==> src/rtl/fine_delay_pkg.sv <==
`default_nettype none
// ============================================================================
// Module : fine_delay_pkg
// Brief  : Shared constants and FSM state type for the fine delay scheduler.
// Rev    : 1.0
// ============================================================================
package fine_delay_pkg;

  localparam int STEPS_PER_PERIOD_DEFAULT = 497;
  localparam int PS_PER_STEP_DEFAULT      = 20;
  localparam int HALF_PERIOD_STEPS        = 248;
  localparam int TIMEOUT_CYC_DEFAULT      = 64;

  typedef enum logic [2:0] {
    IDLE  = 3'd0,
    CALC  = 3'd1,
    PULSE = 3'd2,
    WAIT  = 3'd3,
    DONE  = 3'd4
  } state_e;

endpackage
`default_nettype wire

==> src/rtl/fine_delay_ps2steps.sv <==
`default_nettype none
// ============================================================================
// Module : fine_delay_ps2steps
// Brief  : Combinational picosecond-to-phase-step conversion with saturation.
// Rev    : 1.0
// ============================================================================
module fine_delay_ps2steps
  import fine_delay_pkg::*;
#(
  parameter int STEPS_PER_PERIOD = STEPS_PER_PERIOD_DEFAULT,
  parameter int PS_PER_STEP      = PS_PER_STEP_DEFAULT
) (
  input  logic [15:0] delay_ps_i,
  output logic [8:0]  steps_o
);

  localparam logic [15:0] MAX_STEP = 16'(STEPS_PER_PERIOD - 1);

  logic [15:0] w_quot;

  always_comb begin
    w_quot = delay_ps_i / 16'(PS_PER_STEP);
    if (w_quot > MAX_STEP) begin
      steps_o = 9'(MAX_STEP);
    end else begin
      steps_o = 9'(w_quot);
    end
  end

endmodule
`default_nettype wire

==> src/rtl/fine_delay_scheduler.sv <==
`default_nettype none
// ============================================================================
// Module : fine_delay_scheduler
// Brief  : Arbitrates host/sweep delay requests and steps the MMCM fine phase
//          along the shortest path around the period to the requested target.
// Rev    : 1.0
// ============================================================================
module fine_delay_scheduler
  import fine_delay_pkg::*;
#(
  parameter int STEPS_PER_PERIOD = STEPS_PER_PERIOD_DEFAULT,
  parameter int PS_PER_STEP      = PS_PER_STEP_DEFAULT,
  parameter int TIMEOUT_CYC      = TIMEOUT_CYC_DEFAULT
) (
  input  logic        clk,
  input  logic        rst,
  input  logic        host_valid,
  output logic        host_ready,
  input  logic [15:0] host_delay_ps,
  input  logic        sweep_valid,
  output logic        sweep_ready,
  input  logic [15:0] sweep_delay_ps,
  input  logic        mmcm_locked,
  output logic        ps_en,
  output logic        ps_incdec,
  input  logic        ps_done,
  output logic        busy,
  output logic        done,
  output logic        done_src,
  output logic [8:0]  current_steps,
  output logic        err_timeout,
  output logic        err_lock
);

  localparam int          TMO_W    = $clog2(TIMEOUT_CYC + 1);
  localparam int          HALF     = STEPS_PER_PERIOD / 2;
  localparam logic [8:0]  MAX_STEP = 9'(STEPS_PER_PERIOD - 1);

  state_e             state_q, state_d;
  logic [8:0]         cur_q, cur_d;
  logic [8:0]         rem_q, rem_d;
  logic               dir_q, dir_d;
  logic               src_q, src_d;
  logic [15:0]        delay_q, delay_d;
  logic               prio_q, prio_d;
  logic [TMO_W-1:0]   tmo_q, tmo_d;
  logic               err_to_q, err_to_d;
  logic               err_lk_q, err_lk_d;
  logic               locked_q;

  logic [8:0]         w_target;
  logic [9:0]         w_diff;
  logic               w_ready;
  logic               w_tie;
  logic               w_pick_sweep;
  logic               w_lock_fall;

  fine_delay_ps2steps #(
    .STEPS_PER_PERIOD (STEPS_PER_PERIOD),
    .PS_PER_STEP      (PS_PER_STEP)
  ) u_ps2steps (
    .delay_ps_i (delay_q),
    .steps_o    (w_target)
  );

  always_ff @(posedge clk) begin
    if (rst) begin
      state_q  <= IDLE;
      cur_q    <= '0;
      rem_q    <= '0;
      dir_q    <= 1'b0;
      src_q    <= 1'b0;
      delay_q  <= '0;
      prio_q   <= 1'b0;
      tmo_q    <= '0;
      err_to_q <= 1'b0;
      err_lk_q <= 1'b0;
      locked_q <= 1'b0;
    end else begin
      state_q  <= state_d;
      cur_q    <= cur_d;
      rem_q    <= rem_d;
      dir_q    <= dir_d;
      src_q    <= src_d;
      delay_q  <= delay_d;
      prio_q   <= prio_d;
      tmo_q    <= tmo_d;
      err_to_q <= err_to_d;
      err_lk_q <= err_lk_d;
      locked_q <= mmcm_locked;
    end
  end

  always_comb begin
    state_d  = state_q;
    cur_d    = cur_q;
    rem_d    = rem_q;
    dir_d    = dir_q;
    src_d    = src_q;
    delay_d  = delay_q;
    prio_d   = prio_q;
    tmo_d    = tmo_q;
    err_to_d = err_to_q;
    err_lk_d = err_lk_q;

    w_lock_fall  = locked_q & ~mmcm_locked;
    w_ready      = (state_q == IDLE) & mmcm_locked;
    w_tie        = host_valid & sweep_valid;
    // prio_q set means the sweep engine owns the next tie
    w_pick_sweep = w_tie ? prio_q : sweep_valid;

    if (w_target >= cur_q) begin
      w_diff = {1'b0, w_target} - {1'b0, cur_q};
    end else begin
      w_diff = {1'b0, w_target} + 10'(STEPS_PER_PERIOD) - {1'b0, cur_q};
    end

    if (w_lock_fall) begin
      state_d  = IDLE;
      cur_d    = '0;
      err_lk_d = 1'b1;
    end else begin
      case (state_q)
        IDLE: begin
          if (w_ready && (host_valid || sweep_valid)) begin
            src_d    = w_pick_sweep;
            delay_d  = w_pick_sweep ? sweep_delay_ps : host_delay_ps;
            err_to_d = 1'b0;
            err_lk_d = 1'b0;
            if (w_tie) prio_d = ~w_pick_sweep;
            state_d  = CALC;
          end
        end
        CALC: begin
          if (w_diff == 10'd0) begin
            state_d = DONE;
          end else if (w_diff <= 10'(HALF)) begin
            rem_d   = 9'(w_diff);
            dir_d   = 1'b1;
            state_d = PULSE;
          end else begin
            rem_d   = 9'(10'(STEPS_PER_PERIOD) - w_diff);
            dir_d   = 1'b0;
            state_d = PULSE;
          end
        end
        PULSE: begin
          tmo_d   = '0;
          state_d = WAIT;
        end
        WAIT: begin
          if (ps_done) begin
            if (dir_q) cur_d = (cur_q == MAX_STEP) ? 9'd0 : cur_q + 9'd1;
            else       cur_d = (cur_q == 9'd0) ? MAX_STEP : cur_q - 9'd1;
            rem_d   = rem_q - 9'd1;
            state_d = (rem_q == 9'd1) ? DONE : PULSE;
          end else if (tmo_q == TMO_W'(TIMEOUT_CYC - 1)) begin
            err_to_d = 1'b1;
            state_d  = IDLE;
          end else begin
            tmo_d = tmo_q + 1'b1;
          end
        end
        DONE:    state_d = IDLE;
        default: state_d = IDLE;
      endcase
    end
  end

  assign host_ready    = w_ready;
  assign sweep_ready   = w_ready;
  assign ps_en         = (state_q == PULSE) & mmcm_locked;
  assign ps_incdec     = dir_q;
  assign busy          = (state_q != IDLE);
  assign done          = (state_q == DONE) & mmcm_locked;
  assign done_src      = src_q;
  assign current_steps = cur_q;
  assign err_timeout   = err_to_q;
  assign err_lock      = err_lk_q;

endmodule
`default_nettype wire

==> config.mk <==
export PLATFORM = sky130hd
export DESIGN_NAME = fine_delay_scheduler
export DESIGN_NICKNAME = d
export VERILOG_FILES = /design/src/rtl/fine_delay_pkg.sv /design/src/rtl/fine_delay_ps2steps.sv /design/src/rtl/fine_delay_scheduler.sv
export SDC_FILE = /design/constraint.sdc
export NUM_CORES = 1
export LEC_CHECK = 0
export CORE_MARGIN = 2
export CORE_UTILIZATION = 30
export DETAILED_ROUTE_END_ITERATION = 6
export SETUP_SLACK_MARGIN = 0.15
export SYNTH_ARGS = -nofsm -noshare
export SYNTH_HDL_FRONTEND = slang
export SYNTH_SLANG_ARGS = --single-unit
export TNS_END_PERCENT = 30
==> constraint.sdc <==
create_clock -name clk -period 14.4 [get_ports clk]
set_input_delay 4.32 -clock clk [delete_from_list [all_inputs] [get_ports clk]]
set_output_delay 4.32 -clock clk [all_outputs]
set_load 0.005 [all_outputs]
==> run metrics <==
grt ovf=0; Adder-Cell Fraction of Synth Area=0.0834; Overall Global Routing Usage=0.152; status=completed; asr flop ratio synth=0; worst-margin pin slew=1.12 ns; Worst setup SP type=primary input; Rows=49; Post-DP Area=6200 um2; Pre-antenna DRT Iters=5; CTS tree=done; Layout area overhead=14.0%; Buf/Inv on CP=2; Register-to-Register Path Depth=32; Setup Skew=0.00960 ns; post-cts sizing count=0; Post-synth EDFFs=0; CP endpoint kind=primary output; setup total negative slack=0 ns; Slew HR=0.253; largest cells by area after synthesis=dfxtp_1 (18%), ha_1 (6.7%), a21oi_1 (5.5%), nor2_1 (5.3%), mux2i_1 (5.2%); WL final=15,100 um; VDD IR max=0.0960 mV; hold depth=2; Synth top area share=0.179; post-synthesis simple-gate area fraction=0.245; largest area contributor in the netlist=dfxtp_1; Die Y=141 um; Worst path most repeated cell=clkdlybuf4s50_1; HP Class=register to register; Synth Cell Area=5590 um2; total setup buffers inserted after CTS=0; die area=19,800 um2; root buffer cell=clkbuf_16; Slowest Stage Delay on Critical Path=0.54 ns; Reg power frac=0.155; post-synthesis mux area share=0.0539; Worst EP required=10.08 ns; Remaining DRCs=0; worst hold endpoint=rem_q[6]; Post-Synth XOR/XNOR Area=0.0532; Internal=604 uW; final period utilization=0.696; vias in the first global route=5,116; Hold WS=0.474 ns; DR vias=5,648; Comb pwr share=0.723; cell area after layout=6380 um2; CTS clock-pin slew for the worst setup and hold paths=0.07 ns; r2r setup slk=4.42 ns; Vias/cell=5.56; Final Critical Period=10.03 ns; largest net degree at the start of global routing=36; largest family of logic cells by synthesized area=compound AO/OA/AOI/OAI gates; CTS sink cnt=50; Power Density=187 nW/um2; H-tree Lvls=2; sequential element share of the synthesized area=0.179; critical path's slowest cell=clkdlybuf4s50_1; Post-CTS Hold Fix Bufs=0; crit path setup slack, layout=4.37 ns; switching power total=588 uW; # IOs=56; Fmax=99.7 MHz; Synth Area in Compound Gates=0.303; post-route antenna net violation count=0; syn_area_per_cell=7.25 um2; prevailing post-synth register cell=dfxtp_1; clock share of power=0.122; R2R Path End=rem_q[2]; RSZ-0062 raised after global routing=no; Max clock buf depth=2; clock buffer count from CTS=5; HP Start=rem_q[6]; initial core utilization=0.308; crit path kind=primary input to primary output; first-pass GRT wire length=25,200 um; Placeable Area=18,100 um2; final hold viol count=0; Post-Syn Instances=772; n_diodes=0; Leak Pwr=2.37 nW; Setup-failing EPs final=0; Worst-Skew Late Latency=0.30 ns; crit path cell chain=clkdlybuf4s50_1 -> and3_1 -> clkdlybuf4s50_1; post-place setup slack=4.35 ns; WL/cell=14.9 um; Switching Fraction=0.493; initial antenna violation count=0; GP Congestion=0.840; CP arrival=5.71 ns; CP Max Fanout=6; drt initial violations=434; nets=858; I/O Buffers=55; Synth Register Bits=50; Layout Utilization=0.351; hpwl dp=11,000 um; reg-to-reg startpoint=delay_q[13]; total of max-cap violations=0; Syn. warnings=0; Netlist cell types=82; Final Max Tran Viols=0; Die W=141 um; share of cells above drive strength 1=0.0432; cell family with most CP delay=buffers and inverters; post-synth net total=844
==> metrics by stage <==
stage                     cells  power, mW
after detailed placement   1008       1.04
after global routing       1016       1.31
final                      1016       1.19
after global placement     1008       1.04
after floorplan             772      0.876
after CTS                  1016       1.20
==> cells in the mapped netlist (12+ instances only) <==
cell	count
a211oi_1	29
a21oi_1	61
clkbuf_1	32
dfxtp_1	50
ha_1	30
inv_1	51
mux2i_1	29
nand2_1	51
nand2b_1	12
nand3_1	24
nor2_1	79
nor3_1	30
o21ai_0	43
xnor2_1	25
==> final cells by class <==
| class | instances | area, um2 |
|---|---|---|
| Timing Repair Buffer | 59 | 581 |
| Clock buffer | 6 | 139 |
| Tap cell | 229 | 287 |
| Sequential cell | 50 | 1000 |
| Fill cell | 1943 | 11800 |
| Inverter | 53 | 199 |
| Clock inverter | 2 | 38.8 |
| Multi-Input combinational cell | 617 | 4130 |
==> layout by cell type, fill, tap and decap left out, types with 6 or more instances in the layout <==
master	count
nor2_1	79
and3_1	7
o211ai_1	8
nand4_1	11
a31oi_1	6
a22oi_1	7
nor3_1	30
nor2b_1	6
dfxtp_1	50
a21o_1	7
nand3_1	24
xor2_1	9
a211oi_1	29
clkdlybuf4s50_1	55
mux2i_1	29
nand2_1	51
o21ai_0	42
inv_1	51
ha_1	30
xnor2_1	25
o21bai_1	7
a21oi_1	61
and2_1	10
o31ai_1	9
nand2b_1	12
or3_1	7
==> per-layer routing <==
layer	vias up	share of wire	GRT usage
li1	2859	-	-
met1	2662	0.48	0.209
met2	111	0.46	0.246
met3	16	0.044	0.0291
met4	0	0.012	0.0326
met5	-	0	0
==> worst reg2reg max path: cells and delay by family (launching register included) <==
| kind | cells | cell delay [ns] |
|---|---|---|
| buf+inv | 1 | 0.05 |
| xor+xnor | 2 | 0.46 |
| mux | 2 | 0.87 |
| fa+ha+maj | 2 | 0.49 |
| flops | 1 | 0.79 |
| compound gates | 16 | 3.90 |
| simple gates | 9 | 3.38 |
==> flip-flops by register name (all words and copies together) (netlist names) <==
name	count
ps_incdec	1
tmo_q	7
delay_q	16
current_steps	9
err_lock	1
err_timeout	1
prio_q	1
state_q	3
done_src	1
rem_q	9
locked_q	1
==> power groups by stage <==
stage | clock network [mW] | registers [mW] | logic (mW)
after floorplan | 0 | 0.168 | 0.708
after global placement | 0 | 0.188 | 0.854
after detailed placement | 0 | 0.187 | 0.857
after CTS | 0.150 | 0.185 | 0.863
after global routing | 0.155 | 0.189 | 0.966
final | 0.145 | 0.185 | 0.862
==> kinds of logic (layout without fill, tap and decap cells) <==
logic type | count (synthesis) | count (layout)
fa+ha+maj | 35 | 35
mux | 30 | 30
flops | 50 | 50
buf+inv | 105 | 120
compound gates | 247 | 247
xor+xnor | 34 | 34
simple gates | 271 | 271
==> worst max path at each step <==
stage	start	endpoint	slack, ns	cells past startpoint
2_1_floorplan	mmcm_locked	sweep_ready	5.42	2
3_3_place_gp	mmcm_locked	host_ready	4.36	3
3_5_place_dp	mmcm_locked	sweep_ready	4.35	3
4_1_cts	mmcm_locked	sweep_ready	4.35	3
5_1_grt	delay_q[14]	rem_q[2]	3.55	32
6_report	mmcm_locked	sweep_ready	4.37	3
Power figures use the tool's default switching activity.
==> RTL edit 1, RTL diff (config.mk and constraints unchanged) <==
Set the package constant `TIMEOUT_CYC_DEFAULT` to 128 (it was 64).
--- a/src/rtl/fine_delay_pkg.sv
+++ b/src/rtl/fine_delay_pkg.sv
@@ -10,5 +10,5 @@
   localparam int PS_PER_STEP_DEFAULT      = 20;
   localparam int HALF_PERIOD_STEPS        = 248;
-  localparam int TIMEOUT_CYC_DEFAULT      = 64;
+  localparam int TIMEOUT_CYC_DEFAULT      = 128;
 
   typedef enum logic [2:0] {
Behaviour: same outputs for any inputs over 4 cycles, from zero or initial values and one cycle with rst high; that may be too few to reach the edited logic, so the function may still have changed.
==> RTL edit 1 against the unedited design <==
Global-route usage up 0.78 points. Worst setup slack better by 0.083 ns. Critical path depth unchanged. Sequential cell count up 1. Total power about the same. Combinational power up 1%. First-iteration DRC count up 35%. Cell area up 7.1%. Maximum frequency up 0.84%. Wire length up 13%. Synthesized area up 7.6%. Critical path type unchanged. Largest cell class unchanged. Largest power group unchanged. Highest routed layer unchanged.
==> RTL edit 1: results (changes against the unedited design) <==
\begin{tabular}{lr}
\hline
Metric & Value \\
\hline
\multicolumn{2}{l}{\textbf{Worst setup path}} \\
Worst setup slack for register-to-register paths & 5.14 ns (+0.72 ns) \\
Reg2reg path depth & 30 (-6.3\%) \\
End of the worst register-to-register path & rem\_q[7]\$\_SDFFE\_PP0P\_ \\
Worst Path Arrival & 5.62 ns (-0.09 ns) \\
Critical path endpoint & done \\
Origin of the critical flop-to-flop path & delay\_q[10]\$\_SDFFE\_PP0P\_ \\
Worst Path Max Fanout & 5 (-1) \\
\multicolumn{2}{l}{\textbf{Yosys}} \\
Share of the yosys chip area belonging to registers & 0.170 (-0.00932) \\
Leading post-synthesis cells by instance count & sky130\_fd\_sc\_hd\_\_nor2\_1 (94), sky130\_fd\_sc\_hd\_\_nand2\_1 (54), sky130\_fd\_sc\_hd\_\_dfxtp\_1 (51) \\
Syn\_nets & 897 (+6.3\%) \\
Number of unique standard cell types used by synthesis & 93 (+13\%) \\
Ranking of synthesized cells by area & sky130\_fd\_sc\_hd\_\_dfxtp\_1 (17\%), sky130\_fd\_sc\_hd\_\_ha\_1 (6.2\%), sky130\_fd\_sc\_hd\_\_nor2\_1 (5.9\%) \\
\multicolumn{2}{l}{\textbf{Layout}} \\
Final nets & 910 (+6.1\%) \\
Fill count & 2093 (+7.7\%) \\
Layout cells sized above 1 & 0.0656 (+0.0224) \\
\multicolumn{2}{l}{\textbf{Drt}} \\
Metal2 WL & 7780 um (+12\%) \\
Met1 Routed Length & 8160 um (+11\%) \\
Number of violations reported at the end of detailed-routing iteration 0 & 586 (+35\%) \\
Drt pass-1 iters & 6 (+1) \\
\multicolumn{2}{l}{\textbf{Status}} \\
Run status & finished, final reports clean \\
\multicolumn{2}{l}{\textbf{Placed design}} \\
GPL Wtd Cong & 0.873 (+3.9\%) \\
Worst slack, placed & 4.47 ns (+0.119 ns) \\
Post-detail-place hpwl & 12400 um (+13\%) \\
\multicolumn{2}{l}{\textbf{STA}} \\
Final clock skew & 0.0169 ns (+0.00731 ns) \\
Worst Max-Slew Pin Slew & 1.03 ns (-0.0883 ns) \\
Final setup margin & 4.46 ns (+0.0832 ns) \\
\multicolumn{2}{l}{\textbf{Pwr}} \\
Static Leak & 2.44 nW (+3.2\%) \\
Power attributed to combinational cells & 0.874 mW (+1\%) \\
Switching component of the power & 0.597 mW (+1.5\%) \\
Peak supply drop & 0.103 mV (+7.4\%) \\
\multicolumn{2}{l}{\textbf{Global route}} \\
Tot GR Track Use & 0.159 (+0.00780) \\
Met1 Use GR & 0.224 (+0.0143) \\
Global-route track usage on met2 & 0.256 (+0.00977) \\
Met3 GRT Util & 0.0245 (-0.00461) \\
Wire length of the first global-routing pass & 28800 um (+14\%) \\
GRT Residual Overflow & 0 (unchanged) \\
Largest net degree at the start of global routing & 40 (+11\%) \\
\hline
\end{tabular}
==> RTL edit 1: cell type report <==
cell class                      instances  area, um2  share of cell area
Clock buffer                            7        143              0.0209
Clock inverter                          1       8.76             0.00128
Inverter                               48        180              0.0264
Multi-Input combinational cell        669       4540               0.664
Sequential cell                        51       1020               0.149
Tap cell                              265        332              0.0485
Timing Repair Buffer                   63        611              0.0894
==> RTL edit 1: how the worst min path moves through the flow <==
stage                           from                    end  slack [ns]  cells past startpoint
3_5_place_dp   rem_q[3]$_SDFFE_PP0P_  rem_q[3]$_SDFFE_PP0P_        0.45                      2
2_1_floorplan  rem_q[3]$_SDFFE_PP0P_  rem_q[3]$_SDFFE_PP0P_        0.43                      2
6_report       rem_q[3]$_SDFFE_PP0P_  rem_q[3]$_SDFFE_PP0P_        0.46                      2
5_1_grt        rem_q[3]$_SDFFE_PP0P_  rem_q[3]$_SDFFE_PP0P_        0.50                      2
3_3_place_gp   rem_q[3]$_SDFFE_PP0P_  rem_q[3]$_SDFFE_PP0P_        0.44                      2
4_1_cts        rem_q[3]$_SDFFE_PP0P_  rem_q[3]$_SDFFE_PP0P_        0.46                      2
==> RTL edit 1: cell families after synthesis <==
group	count (synthesis)	share of synthesized area
fa+ha+maj	35	0.0773
simple gates	308	0.260
mux	29	0.0503
buf+inv	105	0.0771
xor+xnor	35	0.0509
compound gates	262	0.315
flops	51	0.170
==> RTL edit 1: per-stage QoR <==
step / cell area, um2 / cells / util
final: 6830 / 1104 / 0.349
after CTS: 6830 / 1104 / 0.349
after floorplan: 6020 / 825 / -
after global routing: 6830 / 1104 / 0.349
after detailed placement: 6680 / 1096 / 0.341
after global placement: 6680 / 1096 / 0.341
==> RTL edit 2, RTL diff (same flow settings) <==
Without the edit above. Encoding of `state_e`: now one-hot (5 bits for 5 states).
--- a/src/rtl/fine_delay_pkg.sv
+++ b/src/rtl/fine_delay_pkg.sv
@@ -12,10 +12,10 @@
   localparam int TIMEOUT_CYC_DEFAULT      = 64;
 
-  typedef enum logic [2:0] {
-    IDLE  = 3'd0,
-    CALC  = 3'd1,
-    PULSE = 3'd2,
-    WAIT  = 3'd3,
-    DONE  = 3'd4
+  typedef enum logic [4:0] {
+    IDLE  = 5'b00001,
+    CALC  = 5'b00010,
+    PULSE = 5'b00100,
+    WAIT  = 5'b01000,
+    DONE  = 5'b10000
   } state_e;
 
Formal check against the unedited RTL: no difference found for any inputs over 4 cycles, from zero or initial values and one cycle with rst high; so few cycles prove little.
==> RTL edit 2 against the unedited design <==
Non-clock buffer count fell by 5. Synthesized area fell by 3.9%. Global-route usage fell by 0.27 points. Worst setup slack got worse by 0.12 ns. Sequential power fell by 13%. Cell area fell by 4.3%. First-iteration DRC count fell by 2.8%. Synthesized cell count fell by 3.4%. Sequential cell count did not move. Wire length fell by 7.8%. Critical path depth rose by 1. Cell count fell by 3.5%. Via count fell by 5.2%. Total power fell by 27%. Highest routed layer unchanged.
==> RTL edit 2: results (changes against the unedited design) <==
\begin{tabular}{lr}
\hline
Metric & Value \\
\hline
\multicolumn{2}{l}{\textbf{Worst setup path}} \\
Max incr delay on CP & 0.59 ns (+0.05 ns) \\
Worst Path Arrival & 5.83 ns (+0.12 ns) \\
Worst Path Max Fanout & 5 (-1) \\
End of the worst register-to-register path & rem\_q[7]\$\_SDFFE\_PP0P\_ \\
\multicolumn{2}{l}{\textbf{Die}} \\
Die area & 19000 um2 (-3.8\%) \\
\multicolumn{2}{l}{\textbf{Drt}} \\
Wire length per cell & 14.2 um (-4.5\%) \\
Number of violations reported at the end of detailed-routing iteration 0 & 422 (-2.8\%) \\
Wire length on met3 & 603 um (-8.9\%) \\
Met1 Routed Length & 6760 um (-7.6\%) \\
\multicolumn{2}{l}{\textbf{Global route}} \\
Met3 GRT Util & 0.0197 (-0.00932) \\
Met1 Use GR & 0.208 (-0.00164) \\
Largest net degree at the start of global routing & 33 (-8.3\%) \\
Tot GR Track Use & 0.149 (-0.00267) \\
Global-route track usage on met2 & 0.245 (-0.00106) \\
Wire length of the first global-routing pass & 23200 um (-8.0\%) \\
\multicolumn{2}{l}{\textbf{Layout}} \\
Number of logic inverters in the finished layout & 47 (-11\%) \\
Layout cells sized above 1 & 0.0450 (+0.00183) \\
Seq area share & 0.164 (+0.00708) \\
Flip-flop count of the largest register, all copies and words added & 14 (-2) \\
Data buffer area share & 0.0873 (-0.00369) \\
Clock Network Area Fraction & 0.0252 (-0.00264) \\
Multi-In Gates & 596 (-3.4\%) \\
Final core utilization & 0.350 (-0.00106) \\
\multicolumn{2}{l}{\textbf{Placed design}} \\
Post-detail-place hpwl & 10300 um (-6.0\%) \\
GPL Wtd Cong & 0.858 (+2.2\%) \\
Total of buffers placed on input and output ports & 51 (-7.3\%) \\
Worst slack, placed & 4.15 ns (-0.192 ns) \\
Standard cell area after detailed placement & 5950 um2 (-4.1\%) \\
Placed Instances & 972 (-3.6\%) \\
\multicolumn{2}{l}{\textbf{Status}} \\
Run status & finished, final reports clean \\
\multicolumn{2}{l}{\textbf{Yosys}} \\
Syn\_nets & 818 (-3.1\%) \\
Top-area cell type share of the netlist area & 0.186 (+0.00725) \\
Share of the yosys chip area belonging to registers & 0.186 (+0.00725) \\
\multicolumn{2}{l}{\textbf{STA}} \\
Final clock skew & 0.00866 ns (-0.000945 ns) \\
Worst Max-Slew Pin Slew & 1.01 ns (-0.107 ns) \\
\multicolumn{2}{l}{\textbf{Pwr}} \\
Peak supply drop & 0.0748 mV (-22\%) \\
\hline
\end{tabular}
RTL edit 2: cell types whose count changed in the layout (fill, tap and decap cells not counted), sizes merged, moves of 5 or more:
| cell | delta |
|---|---|
| mux2i | -7 |
| and2 | -5 |
| inv | -7 |
| o21ai | -8 |
| or2 | +5 |
| nor2 | +5 |
| o211ai | -8 |
| a21oi | -6 |
| a211o | -5 |
RTL edit 2: where the power goes:
group / total, mW / internal [mW] / switching (mW)
Combinational: 0.586 / 0.254 / 0.332
Sequential: 0.161 / 0.144 / 0.0171
Clock: 0.127 / 0.0665 / 0.0602
Total: 0.873 / 0.464 / 0.409
RTL edit 2: logic make-up (layout without fill, tap and decap cells):
family / after synthesis / after routing / synth area share
compound gates: 226 / 226 / 0.285
xor+xnor: 32 / 32 / 0.0521
fa+ha+maj: 36 / 36 / 0.0884
buf+inv: 100 / 109 / 0.0787
flops: 50 / 50 / 0.186
mux: 25 / 25 / 0.0479
simple gates: 277 / 277 / 0.261
RTL edit 2: worst min path at each step:
stage	startpoint	end	slack (ns)	cells after the start
2_1_floorplan	rem_q[5]$_SDFFE_PP0P_	rem_q[5]$_SDFFE_PP0P_	0.45	2
3_3_place_gp	rem_q[5]$_SDFFE_PP0P_	rem_q[5]$_SDFFE_PP0P_	0.46	2
3_5_place_dp	rem_q[5]$_SDFFE_PP0P_	rem_q[5]$_SDFFE_PP0P_	0.46	2
4_1_cts	rem_q[5]$_SDFFE_PP0P_	rem_q[5]$_SDFFE_PP0P_	0.47	2
5_1_grt	rem_q[5]$_SDFFE_PP0P_	rem_q[5]$_SDFFE_PP0P_	0.51	2
6_report	rem_q[5]$_SDFFE_PP0P_	rem_q[5]$_SDFFE_PP0P_	0.47	2
RTL edit 2: critical path, delay by kind of cell:
family | cells | cell delay (ns)
buf+inv | 3 | 1.16
simple gates | 1 | 0.35
